## config.mk

```make
export PLATFORM = sky130hd
export DESIGN_NAME = jtag_dr_bank
export DESIGN_NICKNAME = d
export VERILOG_FILES = /design/src/rtl/jtag_dr_bank.sv
export SDC_FILE = /design/constraint.sdc
export NUM_CORES = 1
export LEC_CHECK = 0
export BUFFER_PORTS_ARGS = -buffer_cell sky130_fd_sc_hd__buf_2
export CORE_ASPECT_RATIO = 1.75
export CORE_UTILIZATION = 47
export CTS_CLUSTER_DIAMETER = 100
export DETAILED_ROUTE_END_ITERATION = 8
export GPL_ROUTABILITY_DRIVEN = 1
export PLACE_DENSITY = 0.79
export RECOVER_POWER = 100
export SETUP_SLACK_MARGIN = 0.1
export SLEW_MARGIN = 20
export SYNTH_ARGS = -nofsm -noshare
export SYNTH_HDL_FRONTEND = slang
export SYNTH_SLANG_ARGS = --single-unit
export TNS_END_PERCENT = 20
```

## constraint.sdc

```tcl
create_clock -name clk -period 4.29 [get_ports clk]
set_input_delay 1.287 -clock clk [delete_from_list [all_inputs] [get_ports clk]]
set_output_delay 1.287 -clock clk [all_outputs]
set_load 0.01 [all_outputs]
```

## src/rtl/jtag_dr_bank.sv

```systemverilog
// JTAG instruction/data register bank: 4-bit IR, 32-bit DR shift chain with a
// per-instruction effective length, and an 8-bit user register written via DR.
module jtag_dr_bank #(
    parameter logic [31:0] IDCODE = 32'h1A3B_C0DF
) (
    input  logic       clk,
    input  logic       rst_n,
    input  logic       tlr,
    input  logic       capture_ir,
    input  logic       shift_ir,
    input  logic       update_ir,
    input  logic       capture_dr,
    input  logic       shift_dr,
    input  logic       update_dr,
    input  logic       tdi,
    input  logic [7:0] user_in,
    output logic       tdo,
    output logic       tdo_en,
    output logic [7:0] user_out,
    output logic [3:0] ir_value
);

    localparam logic [3:0] INS_IDCODE  = 4'h1;
    localparam logic [3:0] INS_USER_WR = 4'h2;
    localparam logic [3:0] INS_USER_RD = 4'h3;

    // Effective DR chain length; unknown codes fall back to the 1-bit bypass.
    function automatic logic [5:0] dr_length(input logic [3:0] ins);
        case (ins)
            INS_IDCODE:               dr_length = 6'd32;
            INS_USER_WR, INS_USER_RD: dr_length = 6'd8;
            default:                  dr_length = 6'd1;
        endcase
    endfunction

    // Parallel value loaded into the DR on capture.
    function automatic logic [31:0] capture_value(input logic [3:0] ins,
                                                  input logic [7:0] uin,
                                                  input logic [7:0] uout);
        case (ins)
            INS_IDCODE:  capture_value = IDCODE;
            INS_USER_RD: capture_value = {24'h000000, uin};
            INS_USER_WR: capture_value = {24'h000000, uout};
            default:     capture_value = 32'h0000_0000;
        endcase
    endfunction

    logic [3:0]  ir_r, ir_s;
    logic [3:0]  ir_sr_r, ir_sr_s;
    logic [31:0] dr_sr_r, dr_sr_s;
    logic        path_r, path_s;
    logic [7:0]  user_out_r, user_out_s;
    logic        tdo_en_r, tdo_en_s;
    logic [5:0]  dr_len_s;
    logic [31:0] dr_down_s;
    logic [31:0] dr_shifted_s;

    // DR shifted by one within the active window; bits above it are kept.
    always_comb begin
        dr_len_s     = dr_length(ir_r);
        dr_down_s    = dr_sr_r >> 1;
        dr_shifted_s = dr_sr_r;
        for (int i = 0; i < 32; i++) begin
            if ((6'(i) + 6'd1) < dr_len_s) begin
                dr_shifted_s[i] = dr_down_s[i];
            end else if ((6'(i) + 6'd1) == dr_len_s) begin
                dr_shifted_s[i] = tdi;
            end else begin
                dr_shifted_s[i] = dr_sr_r[i];
            end
        end
    end

    // Next-state selection: only the highest-priority strobe takes effect.
    always_comb begin
        ir_s       = ir_r;
        ir_sr_s    = ir_sr_r;
        dr_sr_s    = dr_sr_r;
        path_s     = path_r;
        user_out_s = user_out_r;
        tdo_en_s   = tdo_en_r;
        if (tlr) begin
            ir_s     = INS_IDCODE;
            path_s   = 1'b0;
            tdo_en_s = 1'b0;
        end else if (update_ir) begin
            ir_s     = ir_sr_r;
            tdo_en_s = 1'b0;
        end else if (update_dr) begin
            tdo_en_s = 1'b0;
            if (ir_r == INS_USER_WR) begin
                user_out_s = dr_sr_r[7:0];
            end else begin
                user_out_s = user_out_r;
            end
        end else if (capture_ir) begin
            ir_sr_s  = 4'b0001;
            path_s   = 1'b1;
            tdo_en_s = 1'b1;
        end else if (capture_dr) begin
            dr_sr_s  = capture_value(ir_r, user_in, user_out_r);
            path_s   = 1'b0;
            tdo_en_s = 1'b1;
        end else if (shift_ir) begin
            ir_sr_s = {tdi, ir_sr_r[3:1]};
        end else if (shift_dr) begin
            dr_sr_s = dr_shifted_s;
        end else begin
            ir_s = ir_r;
        end
    end

    // State registers with asynchronous reset.
    always_ff @(posedge clk or negedge rst_n) begin
        if (!rst_n) begin
            ir_r       <= INS_IDCODE;
            ir_sr_r    <= 4'b0001;
            dr_sr_r    <= 32'h0000_0000;
            path_r     <= 1'b0;
            user_out_r <= 8'h00;
            tdo_en_r   <= 1'b0;
        end else begin
            ir_r       <= ir_s;
            ir_sr_r    <= ir_sr_s;
            dr_sr_r    <= dr_sr_s;
            path_r     <= path_s;
            user_out_r <= user_out_s;
            tdo_en_r   <= tdo_en_s;
        end
    end

    assign tdo      = path_r ? ir_sr_r[0] : dr_sr_r[0];
    assign tdo_en   = tdo_en_r;
    assign user_out = user_out_r;
    assign ir_value = ir_r;

endmodule

```

==> impl_summary.txt <==
----------------------------------------------------
[Status]
  Run status ... finished, violations left
  Failing checks ... max-capacitance violations, max-slew violations

[Timing]
  Final worst path period share ... 0.743
  Final Hold Fails ... 0
  Setup-failing EPs final ... 0
  Setup Skew ... 11.0 ps
  Aggregate negative setup slack ... 0 ps
  RSZ-0062 raised after global routing ... false
  Max Clock Freq ... 314 MHz
  Final hold slack ... 479 ps
  Actual slew at the worst max-slew pin ... between 1500 and 2000 ps
  Final count of pins violating max slew ... 25
  Tightest slew margin relative to the limit ... -0.261
  Minimum clock period after layout ... 3190 ps

[Setup path]
  Nature of the critical path startpoint ... input port
  Data required time at the worst endpoint ... between 4000 and 5000 ps
  Number of cells on the worst reg-to-reg path ... 3
  Crit Path Category ... input port to register
  Crit Path Max Fanout ... 24
  Critical path cell sequence ... clkbuf_1 > or2b_2 > nor4_1 > o21ai_1 > a22o_1
  Endpoint type of the worst setup path ... register
  Slowest cell on crit path ... sky130_fd_sc_hd__o21ai_1
  Longest individual stage delay on the worst path ... around 1400 ps
  Critical path arrival ... 3420 ps

[Floorplanning]
  Initial standard-cell utilization of the core ... 0.484
  Die Area ... roughly 5400 sq um
  Floorplan Core Area ... 4930 sq um
  Site Rows ... 34
  Die W ... 55.9 um
  Count of pins on the block boundary ... 32
  Die Y ... 96.3 um

[Power]
  Part of the power in the clock network ... 0.281
  Leak Pwr ... 1.17 nW
  Proportion of power drawn by combinational gates ... 0.172
  Peak ir drop on the vdd network ... 268 uV
  Reg power frac ... 0.547
  Cell Pwr Density ... 418 nW/um^2
  Overall power after layout ... between 1 and 1.5 mW
  Net switching power ... 318 uW
  Internal Power ... approximately 800 uW
  Fraction of power spent switching nets ... 0.290

[Worst hold path]
  Tightest Hold Check Type ... register to register
  Cell depth of the worst min-delay path ... 2

[Layout]
  Fill cells ... 452
  End-of-flow core utilization ... 0.531
  Total area of sequential cells ... 1250 sq um
  Number of diodes ... 0
  Most common cell after layout, fill and taps aside ... sky130_fd_sc_hd__dfrtp_1
  Cell area after layout ... 2620 sq um
  Commonest cells after routing, fill and taps aside ... 48 x sky130_fd_sc_hd__dfrtp_1, 23 x sky130_fd_sc_hd__nor2_1, 18 x sky130_fd_sc_hd__nand2_1
  Area growth from synthesis to final layout ... 9.81%
  Total area of multi-input combinational cells ... 1040 sq um
  Count of nets after finishing ... 253
  Share of cells above drive strength 1 ... 0.220

[Detailed routing]
  Count of vias placed by the detailed router ... 1770
  Avg WL per Cell ... 17.8 um
  Number of design rule violations left after detail routing ... 0
  Pre-antenna DRT Iters ... 4
  Iteration-0 DRC count of the detailed router ... between 70 and 80
  Total wire length after detailed routing ... 5150 um
  Drt via density ... approximately 6.1
  Count of nets left with antenna violations after detail routing ... 0

[CTS]
  Clock transition at the register clock pins on the worst setup and hold paths after CTS ... roughly 90 ps
  CTS-repair resized insts ... 0
  Count of H-tree levels built during CTS ... 2
  Setup fix buffers added after clock tree synthesis ... 0
  Number of hold buffers added after CTS ... 0
  Clock insertion delay at the later pin of the skew report ... about 310 ps
  CTS tree ... built
  Maximum number of buffers from clock root to sink ... 2
  TritonCTS sink count ... 50
  Clock buffers created by TritonCTS ... 5
  Cell at the root of the clock tree ... sky130_fd_sc_hd__clkbuf_8

[Synthesis]
  Area fraction in and, or, nand and nor cells after synthesis ... 0.136
  Mapped Avg Cell Area ... 11.4 sq um
  Post-synthesis compound-gate area fraction ... 0.242
  Synth Net Count ... 227
  Xor/xnor cell area share of the yosys netlist ... 0
  Largest cells by area after synthesis ... sky130_fd_sc_hd__dfrtp_1 50%, sky130_fd_sc_hd__o2bb2ai_2 6.3%, sky130_fd_sc_hd__a22o_1 5.5%, sky130_fd_sc_hd__mux2_2 4.7%, sky130_fd_sc_hd__nor2_1 3.6%
  Most used DFF post-synth ... sky130_fd_sc_hd__dfrtp_1
  Cell area after synthesis ... ~2400 sq um
  Register area share after synthesis ... 0.525
  Number of synthesized flops with an enable pin ... 0
  Adder-cell area share of the yosys netlist ... 0
  Count of warnings emitted by yosys ... 0
  Synth unique cells ... 44
  Most area-hungry cell type in the Yosys netlist ... sky130_fd_sc_hd__dfrtp_1
  Mux contribution to synthesized area ... 0.0598
  Number of instances in the synthesized netlist ... about 210
  Number of synthesized register bits ... 50
  Area share of the leading cell type in the synthesized netlist ... 0.503
  Dominant combinational cell family by area after synthesis ... compound AO/OA/AOI/OAI gates
  Async set or reset register ratio after synthesis ... 1.00

[Placed design]
  Area after detailed placement ... 2540 sq um
  Placer Congestion ... 0.866
  HPWL after detailed placement ... 3620 um
  Port buffer count ... 31

[Global route]
  Overall track demand over capacity in global routing ... 0.205
  Largest net degree at the start of global routing ... 51
  Wire length of the first global-routing pass ... 8620 um
  Number of global-route vias before repair ... approximately 1800
  Overflow left after global routing ... 0
  Antenna violations before repair ... 0

[Flow run]
  Number of violations of the max-capacitance limit ... 1

----------------------------------------------------
-- critical path: cells and delay by family --
family | cells | cell delay, ps
compound gates | 2 | 1770
simple gates | 2 | 260
buf+inv | 1 | 90
-- synth_stat cells, types with 3 or more instances --
master	count
sky130_fd_sc_hd__nor3_1	3
sky130_fd_sc_hd__o2bb2ai_2	10
sky130_fd_sc_hd__clkbuf_1	5
sky130_fd_sc_hd__mux2i_1	3
sky130_fd_sc_hd__a22o_1	15
sky130_fd_sc_hd__o221ai_1	4
sky130_fd_sc_hd__dfrtp_1	48
sky130_fd_sc_hd__nand2b_1	4
sky130_fd_sc_hd__nand2_1	18
sky130_fd_sc_hd__nor2b_1	3
sky130_fd_sc_hd__nor2_1	23
sky130_fd_sc_hd__a22oi_1	9
sky130_fd_sc_hd__a21oi_1	5
sky130_fd_sc_hd__buf_6	3
sky130_fd_sc_hd__mux2_2	10
sky130_fd_sc_hd__inv_1	4
sky130_fd_sc_hd__o21ai_0	8
-- power by group through the flow --
stage	logic [mW]	registers (mW)	clock network, mW
CTS	0.195	0.599	0.313
floorplan	0.142	0.589	0
finish	0.189	0.600	0.308
global placement	0.188	0.605	0
detailed placement	0.195	0.607	0
global route	0.211	0.608	0.330
-- registers in the layout (all words and copies together), names as in the netlist --
register  count
tdo_en        1
ir_value      4
dr_sr_r      32
ir_sr_r       4
user_out      8
path_r        1
-- metal layers --
metal  routed length [um]  track usage
met5                    0            0
met4                  163        0.104
met3                  121       0.0255
met2                 2680        0.358
met1                 2190        0.250
-- metrics by stage --
step	instances	worst slack (ps)
detailed placement	282	1160
global placement	282	1230
floorplan	209	1600
finish	290	1100
global route	290	960
CTS	290	1500
-- logic make-up (layout without fill, tap and decap cells) --
| group | after synthesis | after routing |
|---|---|---|
| buffers and inverters | 16 | 43 |
| AND/OR/NAND/NOR | 65 | 65 |
| AO/OA/AOI/OAI | 65 | 65 |
| flip-flops | 50 | 50 |
| multiplexers | 13 | 13 |
-- area by class of cell --
class | instances | area share
Clock inverter | 1 | 0.00334
Tap cell | 54 | 0.0258
Clock buffer | 7 | 0.0368
Multi-Input combinational cell | 143 | 0.397
Inverter | 4 | 0.00573
Sequential cell | 50 | 0.479
Timing Repair Buffer | 31 | 0.0530
-- final timing paths --
| kind | start | end | slack, ps |
|---|---|---|---|
| hold / removal | ir_sr_r[0] | ir_sr_r[0] | 480 |
| hold reg to reg | ir_sr_r[0] | ir_sr_r[0] | 480 |
| setup reg to reg | ir_value[1] | dr_sr_r[10] | 1520 |
| setup / recovery | shift_dr | dr_sr_r[10] | 1100 |
| min in group asynchronous | rst_n | user_out[5] | 980 |
| max in group asynchronous | rst_n | dr_sr_r[23] | 2880 |
Power figures use the tool's default switching activity.
